## src/rtl/fifo_buffer_v2_if.sv

```systemverilog
// Handshake/data bundle between a fifo_buffer_v2 and its producer/consumer.
// master: drives control and write data; slave: the FIFO itself.
// Ports: EN, clr, wr, data_in, rd, err_clr -> FIFO; data_o, rd_valid, status flags, count, error flags <- FIFO.
interface fifo_buffer_v2_if #(
    parameter int WIDTH = 8,
    parameter int DEPTH = 16
);
    localparam int CW = $clog2(DEPTH + 1);

    logic             EN;
    logic             clr;
    logic             wr;
    logic [WIDTH-1:0] data_in;
    logic             rd;
    logic             err_clr;
    logic [WIDTH-1:0] data_o;
    logic             rd_valid;
    logic             EMPTY;
    logic             FULL;
    logic             ALMOST_EMPTY;
    logic             ALMOST_FULL;
    logic [CW-1:0]    count;
    logic             OVERFLOW;
    logic             UNDERFLOW;

    modport master (
        output EN, clr, wr, data_in, rd, err_clr,
        input  data_o, rd_valid, EMPTY, FULL, ALMOST_EMPTY, ALMOST_FULL,
               count, OVERFLOW, UNDERFLOW
    );

    modport slave (
        input  EN, clr, wr, data_in, rd, err_clr,
        output data_o, rd_valid, EMPTY, FULL, ALMOST_EMPTY, ALMOST_FULL,
               count, OVERFLOW, UNDERFLOW
    );
endinterface

```

## src/rtl/fifo_buffer_v2.sv

```systemverilog
// Parametrised synchronous FIFO with flush, occupancy, thresholds and sticky errors.
// Latency: standard mode data_o/rd_valid 1 cycle after rd; FWFT mode head word visible 1 cycle after its write.
// Backpressure: writes rejected when FULL (unless paired with an accepted read), reads rejected when EMPTY; rejections set sticky flags.
// Ports: sys_clk, rst_n (synchronous, active-low), bus (fifo_buffer_v2_if.slave) carrying all control, data and status.
module fifo_buffer_v2 #(
    parameter int WIDTH    = 8,
    parameter int DEPTH    = 16,
    parameter int AF_LEVEL = DEPTH - 2,
    parameter int AE_LEVEL = 2,
    parameter int FWFT     = 0
) (
    input  logic             sys_clk,
    input  logic             rst_n,
    fifo_buffer_v2_if.slave  bus
);
    localparam int CW = $clog2(DEPTH + 1);
    localparam int PW = $clog2(DEPTH);

    logic [WIDTH-1:0] mem [DEPTH];
    logic [PW-1:0]    rptr;
    logic [PW-1:0]    wptr;
    logic [CW-1:0]    count;
    logic [CW-1:0]    count_next;
    logic             overflow;
    logic             underflow;

    logic en;
    logic act;
    logic empty;
    logic full;
    logic rd_acc;
    logic wr_acc;
    logic ovf_set;
    logic udf_set;

    // Explicit wrap so non-power-of-two depths work.
    function automatic logic [PW-1:0] ptr_inc(input logic [PW-1:0] p);
        return (p == PW'(DEPTH - 1)) ? '0 : p + PW'(1);
    endfunction

    assign en    = bus.EN;
    // Read/write are only considered when enabled and not flushing.
    assign act   = en & ~bus.clr;
    assign empty = (count == '0);
    assign full  = (count == CW'(DEPTH));

    assign rd_acc  = act & bus.rd & ~empty;
    // A write into a full FIFO is fine when a read frees a slot this cycle.
    assign wr_acc  = act & bus.wr & (~full | rd_acc);
    assign ovf_set = act & bus.wr & ~wr_acc;
    assign udf_set = act & bus.rd & ~rd_acc;

    always_comb begin
        count_next = count;
        case ({wr_acc, rd_acc})
            2'b10:   count_next = count + CW'(1);
            2'b01:   count_next = count - CW'(1);
            default: count_next = count;
        endcase
    end

    // Storage is deliberately left out of reset.
    always_ff @(posedge sys_clk) begin
        if (wr_acc) begin
            mem[wptr] <= bus.data_in;
        end
    end

    always_ff @(posedge sys_clk) begin
        if (!rst_n) begin
            rptr      <= '0;
            wptr      <= '0;
            count     <= '0;
            overflow  <= 1'b0;
            underflow <= 1'b0;
        end else if (en) begin
            if (bus.clr) begin
                rptr  <= '0;
                wptr  <= '0;
                count <= '0;
            end else begin
                if (rd_acc) rptr <= ptr_inc(rptr);
                if (wr_acc) wptr <= ptr_inc(wptr);
                count <= count_next;
            end
            // A new error in the same cycle as err_clr still sets the flag.
            overflow  <= ovf_set | (overflow  & ~bus.err_clr);
            underflow <= udf_set | (underflow & ~bus.err_clr);
        end
    end

    generate
        if (FWFT != 0) begin : g_fwft
            assign bus.data_o   = mem[rptr];
            assign bus.rd_valid = ~empty;
        end else begin : g_std
            logic [WIDTH-1:0] dout_q;
            logic             vld_q;

            // rd_acc already excludes clr, so a flush drops rd_valid and holds data_o.
            always_ff @(posedge sys_clk) begin
                if (!rst_n) begin
                    dout_q <= '0;
                    vld_q  <= 1'b0;
                end else if (en) begin
                    if (rd_acc) begin
                        dout_q <= mem[rptr];
                        vld_q  <= 1'b1;
                    end else begin
                        vld_q  <= 1'b0;
                    end
                end
            end

            assign bus.data_o   = dout_q;
            assign bus.rd_valid = vld_q;
        end
    endgenerate

    assign bus.count        = count;
    assign bus.EMPTY        = empty;
    assign bus.FULL         = full;
    assign bus.ALMOST_EMPTY = (int'(count) <= AE_LEVEL);
    assign bus.ALMOST_FULL  = (int'(count) >= AF_LEVEL);
    assign bus.OVERFLOW     = overflow;
    assign bus.UNDERFLOW    = underflow;
endmodule

```

## src/flat_wrapper.sv

```systemverilog
// flat-port wrapper written by rule: the top's interface ports become plain ports
module fifo_buffer_v2_flat 
#(
    parameter int WIDTH    = 8,
    parameter int DEPTH    = 16,
    parameter int AF_LEVEL = DEPTH - 2,
    parameter int AE_LEVEL = 2,
    parameter int FWFT     = 0
)
  (sys_clk, rst_n, bus_EN, bus_clr, bus_wr, bus_data_in, bus_rd, bus_err_clr, bus_data_o, bus_rd_valid, bus_EMPTY, bus_FULL, bus_ALMOST_EMPTY, bus_ALMOST_FULL, bus_count, bus_OVERFLOW, bus_UNDERFLOW);
  fifo_buffer_v2_if #(.WIDTH(WIDTH), .DEPTH(DEPTH)) bus_i ();
  input  logic sys_clk;
  input  logic rst_n;
  input wire logic [$bits(bus_i.EN)-1:0] bus_EN;
  input wire logic [$bits(bus_i.clr)-1:0] bus_clr;
  input wire logic [$bits(bus_i.wr)-1:0] bus_wr;
  input wire logic [$bits(bus_i.data_in)-1:0] bus_data_in;
  input wire logic [$bits(bus_i.rd)-1:0] bus_rd;
  input wire logic [$bits(bus_i.err_clr)-1:0] bus_err_clr;
  output wire logic [$bits(bus_i.data_o)-1:0] bus_data_o;
  output wire logic [$bits(bus_i.rd_valid)-1:0] bus_rd_valid;
  output wire logic [$bits(bus_i.EMPTY)-1:0] bus_EMPTY;
  output wire logic [$bits(bus_i.FULL)-1:0] bus_FULL;
  output wire logic [$bits(bus_i.ALMOST_EMPTY)-1:0] bus_ALMOST_EMPTY;
  output wire logic [$bits(bus_i.ALMOST_FULL)-1:0] bus_ALMOST_FULL;
  output wire logic [$bits(bus_i.count)-1:0] bus_count;
  output wire logic [$bits(bus_i.OVERFLOW)-1:0] bus_OVERFLOW;
  output wire logic [$bits(bus_i.UNDERFLOW)-1:0] bus_UNDERFLOW;
  assign bus_i.EN = bus_EN;
  assign bus_i.clr = bus_clr;
  assign bus_i.wr = bus_wr;
  assign bus_i.data_in = bus_data_in;
  assign bus_i.rd = bus_rd;
  assign bus_i.err_clr = bus_err_clr;
  assign bus_data_o = bus_i.data_o;
  assign bus_rd_valid = bus_i.rd_valid;
  assign bus_EMPTY = bus_i.EMPTY;
  assign bus_FULL = bus_i.FULL;
  assign bus_ALMOST_EMPTY = bus_i.ALMOST_EMPTY;
  assign bus_ALMOST_FULL = bus_i.ALMOST_FULL;
  assign bus_count = bus_i.count;
  assign bus_OVERFLOW = bus_i.OVERFLOW;
  assign bus_UNDERFLOW = bus_i.UNDERFLOW;
  fifo_buffer_v2 #(.WIDTH(WIDTH), .DEPTH(DEPTH), .AF_LEVEL(AF_LEVEL), .AE_LEVEL(AE_LEVEL), .FWFT(FWFT)) u_core (.sys_clk(sys_clk), .rst_n(rst_n), .bus(bus_i));
endmodule
```

## config.mk

```make
export PLATFORM = sky130hd
export DESIGN_NAME = fifo_buffer_v2_flat
export DESIGN_NICKNAME = d
export VERILOG_FILES = /design/src/rtl/fifo_buffer_v2_if.sv /design/src/rtl/fifo_buffer_v2.sv /design/src/flat_wrapper.sv
export SDC_FILE = /design/constraint.sdc
export NUM_CORES = 1
export LEC_CHECK = 0
export ABC_CLOCK_PERIOD_IN_PS = 5600
export CORE_ASPECT_RATIO = 1.1
export CORE_UTILIZATION = 64
export DETAILED_ROUTE_END_ITERATION = 8
export GPL_ROUTABILITY_DRIVEN = 0
export PLACE_DENSITY_LB_ADDON = 0.15
export SLEW_MARGIN = 20
export SYNTH_ARGS = -nofsm -noshare
export SYNTH_HDL_FRONTEND = slang
export SYNTH_SLANG_ARGS = --single-unit
```

## constraint.sdc

```tcl
create_clock -name sys_clk -period 5.6 [get_ports sys_clk]
set_input_delay 1.68 -clock sys_clk [delete_from_list [all_inputs] [get_ports sys_clk]]
set_output_delay 1.68 -clock sys_clk [all_outputs]
set_load 0.03 [all_outputs]
```

# Word level (Yosys, flattened, before mapping)
# Memories as Yosys holds them, arrays and structs flattened. A register that Yosys moved wholly into a read port is not among the register bits.
# Cells that the tools add are included.
# word_totals
register_bits,16
ram_bits,128
inputBits,15
output_inout_bits,20
elab_cells,56
memories,1
# mem_list
name,words,width,rd,rd_ports_with_merged_regs,write_ports,line,text
u_core.mem,16,8,1,1,1,fifo_buffer_v2.sv:19,logic [WIDTH-1:0] mem [DEPTH];
# classes
addsub,4
n_lt_le_gt_ge,2
eq_ne,5
muxes,11
bitwise,18
n_reduce_logical,9
# op_table
op,count
two-way mux 4 bit,6
one-hot mux 5 bit (2 select lines),1
bitwise AND 1 bit,9
"adder 4 x 1 -> 4 bit, second input constant",2
"equality test 4 bit, second input constant",2
AND reduction 2 bit,4
NOT 1 bit,6
"adder 5 x 1 -> 5 bit, second input constant",1
"equality test 5 bit, second input constant",1
">= comparator 5 x 4 -> 1 bit, second input constant",1
"less-or-equal comparator 5 x 2 -> 1 bit, second input constant",1
logical NOT 5 bit,1
two-way mux 5 bit,1
"subtractor 5 x 1 -> 5 bit, second input constant",1
nonzero test 2 bit,2
two-way mux 1 bit,3
bitwise OR 1 bit,3
nonzero test 3 bit,1
"equality test 2 x 1 -> 1 bit, second input constant",1
"equality test 2 bit, second input constant",1
logical NOT 1 bit,1

# Logic depth before layout (Yosys ltp)
# depth
ltp_word,9
mapped_depth,11
mapped_depth_nobuf,10

# Worst setup path after synthesis
# No wires, ideal clock.
# synth_timing
kind,reg2out
from,"reg u_core.count[4], in the netlist u_core.bus.count[4]"
to,out bus_ALMOST_EMPTY
arrival_time_ps,2130
required_time_ps,3920
path_slack_ps,1790
path_stages_with_launch,3
path_buffers,1
path_cell_list,dfxtp_1 -> clkbuf_1 -> a2111oi_0
# synth_between
elab_chain_len,1
# synth_rtl
item,line,text
from (decl),fifo_buffer_v2.sv:22,logic [CW-1:0] count;
from (signal assigned),fifo_buffer_v2.sv:84,count <= count_next;
less-or-equal comparator 5 x 2 -> 1 bit,fifo_buffer_v2.sv:123,assign bus.ALMOST_EMPTY = (int'(count) <= AE_LEVEL);
to (decl),flat_wrapper.sv:24,output wire logic [$bits(bus_i.ALMOST_EMPTY)-1:0] bus_ALMOST_EMPTY;
# Every way passes these cells.

# Worst setup path in the final report
# layout_timing
from,"reg u_core.count[0], in the netlist u_core.bus.count[0]"
to,out bus_FULL
# layout_between
elab_chain_len,1
# layout_rtl
item,line,text
equality test 5 bit,fifo_buffer_v2.sv:45,assign full = (count == CW'(DEPTH));
to (decl),flat_wrapper.sv:23,output wire logic [$bits(bus_i.FULL)-1:0] bus_FULL;
# Every way passes these cells.

==> flow_summary_export.csv <==
group,metric,value,unit
power_and_ir_drop,vdd_ir_drop_max,0.234,mV
cts,post_cts_resized,0,
yosys,synthArstFlopShare,0,%
yosys,netlist_area,6270,um^2
cts,cts_hold_buf,0,
cts,clk_path_buf_depth,2,
grt,antenna_found_initial,0,
route,avgViaCountPerCell,6.49,
worst_setup_path,startpoint_type,"register",
timing,fmax,237,MHz
cells_and_area,area_delta_synth_final,17.0,%
floorplanning,fp.dieW,96.4,um
yosys,syn_nets,396,
grt,grt_pass1_wl,19.1,mm
route,drc,0,
cts,cts_tree,"done",
floorplanning,core.rowCount,37,
floorplanning,die_y,106,um
worst_setup_path,critical_path_class,"register to output port",
cts,clk_pin_slew,0.06,ns
route,via_count,3524,
cells_and_area,final_nets,437,
cells_and_area,finalNonFillerCells,543,
power_and_ir_drop,power_density,340,nW/um^2
cts,clk_latency,0.51,ns
cts,cts_root_buf,"clkbuf_8",
timing,tns,0,ns
cells_and_area,final_layout_size_suffix_gt1_share,18.3,%
route,wl_per_cell,22.9,um
cts,clock-sinks,152,
route,drtIter0Drc,314,
timing,final-hold-violation-count,0,
worst_setup_path,cp_max_fo,10,
timing,final.min_clock_period,4.22,ns
timing,relSlewSlack,38.2,%
worst_setup_path,cp_data_required_time,3.92,ns
floorplanning,initial_core_util,66.4,%
yosys,yosysSeqAreaShare,69.0,%
place,dp_cells,511,
yosys,synth_ff_type,"edfxtp_1",
route,final_antenna_net_count,0,
yosys,synth.distinct_cells,47,
worst_setup_path,arrival,2.54,ns
place,hpwlAfterDp,7.51,mm
grt,grt_max_degree,37,
power_and_ir_drop,power_leakage,2.36,nW
timing,finalClockSkew,0.00579,ns
timing,rsz0062_at_grt,"no",
worst_setup_path,critPathCaptureType,"output port",
yosys,avgSynthCellArea,16.9,um^2
route,firstDrtPassIters,5,
timing,slew_viol_final,0,
grt,overflow,0,
cells_and_area,antenna-diode-count,0,
floorplanning,pin_count,35,
timing,worstMarginPinSlew,0.924,ns
place,io_buffers,34,
yosys,netlist_instances,372,
status,status,"complete, no violations",
cts,cts_setup_buffers,0,
yosys,yosys_warnings,0,
cts,htree_levels,4,
route,wirelength,12.4,mm
grt,grt_pass1_vias,3616,
floorplanning,coreArea,9440,um^2
grt,grt_use_total,27.3,%
timing,setup-violations-final,0,
timing,min_period_over_period,75.4,%
cts,cts_buffers,17,
floorplanning,die_area,10200,um^2
min_path,hold_class,"register to register",
job,max_cap_viol_count,0,
yosys,synth_edf_count,128,
yosys,ys_ff_latch,152,
==> critical path, cell delays in order (launching register included) <==
cell	delay [ns]
dfxtp_1	0.37
or4_1	0.75
nor2_1	0.21
clkdlybuf4s50_1	0.69
==> logic make-up after synthesis <==
| group | Yosys count | share of synthesized area (%) |
|---|---|---|
| AOI/OAI and AO/OA | 43 | 5.25 |
| xor gates and xnor gates | 5 | 0.699 |
| adders and majority gates | 9 | 1.92 |
| buffers and inverters | 28 | 1.88 |
| DFF | 152 | 69.0 |
| muxes | 50 | 14.4 |
| and+or+nand+nor | 85 | 6.89 |
==> synthesized netlist by cell type (all sizes together) (3+ instances only) <==
cell type,number,area (um^2)
edfxtp,128,3840
nand2b,5,31.3
inv,9,33.8
nor2b,5,31.3
o2bb2ai,3,26.3
nor2,24,90.1
o221ai,8,70.1
mux4,32,721
nor3,4,20.0
dfxtp,24,480
or3,3,25.0
clkbuf,13,48.8
a21oi,8,40.0
mux2i,17,170
nand3,12,60.1
nand3b,4,30.0
o21ai,5,25.0
xnor2,3,26.3
a21o,5,40.0
nand2,16,60.1
buf,6,35.0
ha,8,100
a21boi,4,30.0
and3,4,30.0
==> metal layers <==
metal / wire (um) / GRT usage, % / vias to the layer above
met4: 520 / 15.1 / 0
li1: - / - / 1555
met2: 6130 / 42.7 / 164
met3: 898 / 7.14 / 36
met5: 0 / 0 / -
met1: 4890 / 34.6 / 1769
==> where the power goes <==
group | switching (mW) | leakage, nW | internal [mW] | total [mW]
Combinational | 0.0583 | 0.716 | 0.0342 | 0.0925
Clock | 0.430 | 0.295 | 0.735 | 1.17
Sequential | 0.00463 | 1.35 | 1.23 | 1.24
==> cell usage in the layout, fill, tap and decap left out, types with 2 or more instances in the layout <==
master	count
xor2_1	2
a31oi_1	2
nand3b_1	4
bufinv_16	4
buf_4	7
a21o_1	3
o221ai_1	8
nor3b_1	2
clkinv_4	3
clkbuf_1	2
and3_1	3
inv_1	9
nor2_1	24
edfxtp_1	128
clkbuf_8	2
mux2i_1	17
nor3_1	4
a21o_2	2
nand2b_1	5
nor4_1	2
ha_1	8
o21ai_0	5
clkinvlp_4	2
nor2b_1	5
nand3_1	12
clkinv_2	3
dfxtp_1	23
clkbuf_16	16
nand2_1	16
mux4_2	32
o2bb2ai_1	3
a21boi_0	4
xnor2_1	3
clkdlybuf4s50_1	34
a21oi_1	8
nand4_1	2
==> flip-flops by register name, summed over array words and instances (netlist names) <==
signal	cells
u_core.mem	128
u_core.bus.rd_valid	1
u_core.bus.count	5
u_core.rptr	4
u_core.bus.OVERFLOW	1
u_core.bus.UNDERFLOW	1
u_core.bus.data_o	8
u_core.wptr	4
==> through the flow <==
stage	hold WS (ns)	power [mW]	setup WS, ns	utilization (%)	area (um^2)
detailed placement	0.471	1.35	1.20	71.2	6730
floorplan	0.549	1.31	1.79	-	6270
global placement	0.461	1.35	1.35	71.2	6730
CTS	0.492	2.50	1.37	77.7	7340
finish	0.485	2.49	1.38	77.7	7340
global route	0.519	2.56	1.25	77.7	7340
==> worst paths after layout <==
path | start | endpoint | slack [ns] | cells after the start
max reg2reg | u_core.bus.count[0] | u_core.bus.count[2] | 2.62 | 10
min | u_core.bus.data_o[3] | u_core.bus.data_o[3] | 0.49 | 2
min reg2reg | u_core.bus.data_o[3] | u_core.bus.data_o[3] | 0.49 | 2
max | u_core.bus.count[0] | bus_FULL | 1.38 | 3
==> final cells by class <==
cell class              instances  area [um^2]
clock buffers                  20          435
clock inverters                12          176
fillers                       557         2110
inverters                       9         33.8
multi-input cells             192         1830
flip-flops and latches        152         4330
well taps                     117          146
repair buffers                 41          393
Note: power is estimated with default switching activity, not from simulation.
